<file path="config.mk">
export PLATFORM = sky130hd
export DESIGN_NAME = edge_relax_unit
export DESIGN_NICKNAME = d
export VERILOG_FILES = /design/src/rtl/graph_pkg.sv /design/src/rtl/sat_add.sv /design/src/rtl/edge_relax_unit.sv
export SDC_FILE = /design/constraint.sdc
export NUM_CORES = 1
export LEC_CHECK = 0
export BUFFER_PORTS_ARGS = -buffer_cell sky130_fd_sc_hd__clkbuf_2
export CORE_ASPECT_RATIO = 1.25
export CORE_MARGIN = 4
export CORE_UTILIZATION = 59
export CTS_CLUSTER_DIAMETER = 150
export CTS_CLUSTER_SIZE = 8
export DETAILED_ROUTE_END_ITERATION = 7
export PLACE_DENSITY_LB_ADDON = 0.3
export SYNTH_ARGS = -nofsm -noshare
export SYNTH_HDL_FRONTEND = slang
export SYNTH_SLANG_ARGS = --single-unit
export TNS_END_PERCENT = 5
</file>
<file path="constraint.sdc">
create_clock -name clk -period 22.6 [get_ports clk]
set_input_delay 1.13 -clock clk [delete_from_list [all_inputs] [get_ports clk]]
set_output_delay 1.13 -clock clk [all_outputs]
set_load 0.005 [all_outputs]
</file>
<file path="src/rtl/graph_pkg.sv">
// Shared types and constants for the arbitrage graph pipeline.
package graph_pkg;
  localparam int NEDGE = 4;
  localparam int VW    = 7;
  localparam int DW    = 25;
  localparam int EW    = 32;

  typedef logic signed [DW-1:0] dist_t;

  typedef struct packed {
    logic [VW-1:0] dst;
    dist_t         weight;
  } edge_t;

  localparam dist_t INF     = 25'h0FFFFFF;
  localparam dist_t NEG_MIN = {1'b1, {(DW-1){1'b0}}};

  typedef enum logic [2:0] {
    S_IDLE,
    S_LOOKUP,
    S_CMP,
    S_EMIT,
    S_FIN
  } state_t;
endpackage

</file>
<file path="src/rtl/sat_add.sv">
// Saturating signed DW-bit adder; anything at or above INF reads as INF.
module sat_add
  import graph_pkg::*;
(
  input  logic signed [DW-1:0] a,
  input  logic signed [DW-1:0] b,
  output logic signed [DW-1:0] sum
);
  localparam logic signed [DW:0] HI = {1'b0, INF};
  localparam logic signed [DW:0] LO = {1'b1, NEG_MIN};

  logic signed [DW:0] wide;

  assign wide = {a[DW-1], a} + {b[DW-1], b};

  always_comb begin
    if (wide >= HI)     sum = INF;
    else if (wide < LO) sum = NEG_MIN;
    else                sum = wide[DW-1:0];
  end
endmodule

</file>
<file path="src/rtl/edge_relax_unit.sv">
// Serial Bellman-Ford relaxation over one sorted bundle of up to NEDGE edges.
//
//   state  | meaning
//   IDLE   | ready for a bundle
//   LOOKUP | read destination distance from RAM
//   CMP    | compare candidate against RAM result
//   EMIT   | hold update until the writer takes it
//   FIN    | one-cycle done pulse
module edge_relax_unit
  import graph_pkg::*;
(
  input  logic                  clk,
  input  logic                  reset,
  input  logic                  in_valid,
  output logic                  in_ready,
  input  logic [NEDGE*EW-1:0]   in_edges,
  input  logic [2:0]            in_cnt,
  input  logic [DW-1:0]         src_dist,
  output logic                  rd_en,
  output logic [VW-1:0]         rd_addr,
  input  logic [DW-1:0]         rd_data,
  output logic                  upd_valid,
  input  logic                  upd_ready,
  output logic [VW-1:0]         upd_vertex,
  output logic [DW-1:0]         upd_dist,
  output logic                  done,
  output logic [15:0]           relax_cnt
);
  localparam logic [2:0] NEDGE3 = 3'(NEDGE);

  state_t              state, state_nxt;
  logic [NEDGE*EW-1:0] edges_q;
  logic [2:0]          cnt_q;
  dist_t               src_q;
  logic [2:0]          idx_q;
  edge_t               cur_edge;
  dist_t               cand;
  logic                better;
  logic                last;

  assign cur_edge = edges_q[idx_q[1:0]*EW +: EW];
  assign better   = cand < $signed(rd_data);
  assign last     = (idx_q + 3'd1) >= cnt_q;

  sat_add u_sat_add (
    .a   (src_q),
    .b   (cur_edge.weight),
    .sum (cand)
  );

  always_ff @(posedge clk or posedge reset) begin
    if (reset) state <= S_IDLE;
    else       state <= state_nxt;
  end

  always_comb begin
    state_nxt = state;
    case (state)
      S_IDLE:
        if (in_valid)
          state_nxt = (in_cnt == 3'd0 || $signed(src_dist) == INF) ? S_FIN : S_LOOKUP;
      S_LOOKUP: state_nxt = S_CMP;
      S_CMP:
        if (better)    state_nxt = S_EMIT;
        else           state_nxt = last ? S_FIN : S_LOOKUP;
      S_EMIT:
        if (upd_ready) state_nxt = last ? S_FIN : S_LOOKUP;
      S_FIN:    state_nxt = S_IDLE;
      default:  state_nxt = S_IDLE;
    endcase
  end

  always_comb begin
    in_ready  = 1'b0;
    rd_en     = 1'b0;
    rd_addr   = '0;
    upd_valid = 1'b0;
    done      = 1'b0;
    case (state)
      S_IDLE:   in_ready  = 1'b1;
      S_LOOKUP: begin
        rd_en   = 1'b1;
        rd_addr = cur_edge.dst;
      end
      S_EMIT:   upd_valid = 1'b1;
      S_FIN:    done      = 1'b1;
      default:  ;
    endcase
  end

  // Bundle holding registers, edge index and the registered update.
  always_ff @(posedge clk or posedge reset) begin
    if (reset) begin
      edges_q    <= '0;
      cnt_q      <= '0;
      src_q      <= '0;
      idx_q      <= '0;
      upd_vertex <= '0;
      upd_dist   <= '0;
      relax_cnt  <= '0;
    end else begin
      case (state)
        S_IDLE:
          if (in_valid) begin
            edges_q <= in_edges;
            cnt_q   <= (in_cnt > NEDGE3) ? NEDGE3 : in_cnt;
            src_q   <= src_dist;
            idx_q   <= '0;
          end
        S_CMP:
          if (better) begin
            upd_vertex <= cur_edge.dst;
            upd_dist   <= cand;
          end else begin
            idx_q <= idx_q + 3'd1;
          end
        S_EMIT:
          if (upd_ready) begin
            relax_cnt <= relax_cnt + 16'd1;
            idx_q     <= idx_q + 3'd1;
          end
        default: ;
      endcase
    end
  end
endmodule

</file>
==> impl_metrics.env <==
export IMPL_r2r_slack_ns=14.46
export IMPL_power_frac_clock=0.163
export IMPL_rsz0062_at_grt="no"
export IMPL_slew_headroom=0.331
export IMPL_pre_cts_ws_ns=14.50
export IMPL_seq_area_frac_synth=0.468
export IMPL_intPower_mw=1.36
export IMPL_min_to="edges_q[84]"
export IMPL_finalHoldViolCount=0
export IMPL_setup_viol=0
export IMPL_worst_ep_arrival_time_ns=8.55
export IMPL_hp_start="edges_q[84]"
export IMPL_vdd_ir_drop_worst_mv=0.0812
export IMPL_period_minus_slack_ns=8.14
export IMPL_grt_pass1_vias=9196
export IMPL_globalplace_congestion=0.942
export IMPL_cts_htree_levels=1
export IMPL_synth_area_per_cell_um2=9.35
export IMPL_power_frac_seq=0.276
export IMPL_grt_ovfl_total=0
export IMPL_synth_warnings=0
export IMPL_tightestPinTransition_ns=1.00
export IMPL_dieArea_mm2=0.0213
export IMPL_synth_flop_cell="dfrtp_1"
export IMPL_r2r_end="upd_dist[20]"
export IMPL_cts_sinks=210
export IMPL_dp_cells=1620
export IMPL_post_route_util=0.709
export IMPL_drc=0
export IMPL_cts_buffer_depth=3
export IMPL_clk_pin_slew_ns=0.05
export IMPL_crit_required_ns=23.01
export IMPL_cap_violations=0
export IMPL_end_kind="register"
export IMPL_cts_resized=0
export IMPL_drive_gt1_frac=0.253
export IMPL_synthesis_nets=1442
export IMPL_final_cell_mix="499 x nand2_1, 243 x clkbuf_2, 208 x dfrtp_1"
export IMPL_grt_first_pass_wirelength_um=45500
export IMPL_die_x_um=131
export IMPL_cts_hold_buf=0
export IMPL_ant_nets=0
export IMPL_syn2layout_area_growth_pct=18.4
export IMPL_placed_area_mm2=0.0125
export IMPL_timing_final_crit_share=0.360
export IMPL_finalMaxSlewViolations=0
export IMPL_via_per_inst=5.49
export IMPL_ff2ff_path_depth=22
export IMPL_antenna_found_initial=1
export IMPL_worst_slack_ns=14.46
export IMPL_synth_edf_count=0
export IMPL_drt_iter0_markers=702
export IMPL_core_area_mm2=0.0188
export IMPL_postCtsSetupRepairBufs=0
export IMPL_fmax_ghz=0.123
export IMPL_syn_inst=1202
export IMPL_track_usage=0.263
export IMPL_fin_tns_setup_ns=0
export IMPL_nets=1660
export IMPL_synth_seq_cells=210
export IMPL_clkLatencyLatePin_ns=0.53
export IMPL_p_leak_nw=7.25
export IMPL_hp_class="reg -> reg"
export IMPL_n_fill_cell=1480
export IMPL_cts_tree="built"
export IMPL_critPathLaunchType="register"
export IMPL_final_cells=1656
export IMPL_switching_share=0.426
export IMPL_path_class="reg -> reg"
export IMPL_power_density_mw_per_mm2=178
export IMPL_finClkSkew_ns=0.0140
export IMPL_post_dp_hpwl_um=20800
export IMPL_cts_buffers=30
export IMPL_ios=244
export IMPL_syn_area_mm2=0.0112
export IMPL_routed_wl_um=28100
export IMPL_final_common_cell="nand2_1"
export IMPL_post_route_cell_area_mm2=0.0133
export IMPL_r2r_start="idx_q[0]"
export IMPL_outcome="complete, no violations"
export IMPL_hold_depth=2
export IMPL_num_vias=9085
export IMPL_fp_dieH_um=162
export IMPL_avgRoutedWirePerCell_um=17.0
export IMPL_rows=56
export IMPL_worst_path_max_fanout=34
export IMPL_comb_power_share=0.561
export IMPL_firstDrtPassIters=5
export IMPL_async_reset_ff_frac=1.00
export IMPL_synth_cell_types=62
export IMPL_grt_max_degree=144
export IMPL_initial_core_util=0.598
export IMPL_switching_power_mw=1.01
export IMPL_cts_root_buf="clkbuf_16"
export IMPL_portBuffers=243
==> cell usage after synthesis (3+ instances only) <==
cell	count	area (um^2)
inv_1	40	150
nor2_1	23	86.3
nand2b_1	7	43.8
nand2_1	500	1880
mux2_4	28	420
a31oi_1	9	56.3
xnor2_1	24	210
and2_1	8	50.1
mux4_2	32	721
ha_1	54	676
dfrtp_1	210	5260
a21o_1	24	180
mux2_2	5	56.3
buf_1	3	11.3
clkbuf_1	53	199
o21bai_1	4	30.0
xor2_1	13	114
or2_2	3	18.8
o21ai_0	33	165
and3_1	8	50.1
nand3_1	11	55.1
nand3b_1	3	22.5
nand4_1	20	125
or4_1	3	22.5
a21oi_1	28	140
a211oi_1	4	30.0
nor3_1	6	30.0
==> layout make-up <==
| type | count | area (um^2) | area share |
|---|---|---|---|
| Multi-Input combinational cell | 891 | 5560 | 0.418 |
| Sequential cell | 210 | 5260 | 0.395 |
| Timing Repair Buffer | 247 | 1250 | 0.0937 |
| Clock buffer | 33 | 783 | 0.0589 |
| Tap cell | 232 | 290 | 0.0218 |
| Inverter | 40 | 158 | 0.0118 |
| Clock inverter | 1 | 8.76 | 0.000658 |
| Antenna cell | 2 | 5.00 | 0.000376 |
==> critical path: stages (launching register included) <==
cell and delay, ns:
dfrtp_2 0.69, buf_4 0.45, mux4_2 0.57, ha_1 0.23
fa_1 0.42, a21o_1 0.22, a221oi_2 0.35, o21bai_1 0.15
o221ai_1 0.38, a211oi_1 0.17, or2_2 0.31, nand2_1 0.39
o21ai_0 0.29, ha_1 0.36, and3_1 0.15, nand3_1 0.09
or3_1 0.38, or3_4 0.41, or4_1 0.54, o211ai_2 0.21
mux2i_2 0.38, nand2_4 0.41, mux2_4 0.43
==> sequential cells by signal (all words and copies together) (netlist names) <==
signal	flops
src_q	25
cnt_q	3
state	3
relax_cnt	16
upd_dist	25
upd_vertex	7
idx_q	3
edges_q	128
==> power by group through the flow <==
stage	logic (mW)	registers (mW)	clock network, mW
final	1.33	0.655	0.386
after global routing	1.50	0.677	0.412
after CTS	1.33	0.655	0.393
after detailed placement	1.32	0.658	0
after global placement	1.29	0.650	0
after floorplan	1.02	0.620	0
==> layer usage <==
layer	share of wire	track usage
met5	0	0
met4	0.030	0.0922
met3	0.059	0.0397
met2	0.50	0.449
met1	0.41	0.348
==> how the worst max path moves through the flow <==
stage	cells after the start	end	startpoint
after global routing	22	upd_dist[20]	idx_q[0]
after detailed placement	22	upd_dist[10]	idx_q[0]
after floorplan	26	upd_dist[10]	idx_q[0]
after CTS	22	upd_dist[20]	idx_q[0]
after global placement	22	upd_dist[11]	idx_q[0]
final	22	upd_dist[20]	idx_q[0]
==> logic make-up after synthesis <==
logic type / share of synthesized area
simple gates: 0.219
flops: 0.468
compound gates: 0.0750
buf+inv: 0.0384
mux: 0.109
fa+ha+maj: 0.0619
xor+xnor: 0.0288
==> metrics by stage <==
step / total power [mW] / hold WS (ns)
floorplan: 1.64 / 0.440
global placement: 1.94 / 0.452
detailed placement: 1.97 / 0.457
CTS: 2.37 / 0.470
global route: 2.59 / 0.487
finish: 2.37 / 0.467
Power figures use the tool's default switching activity.
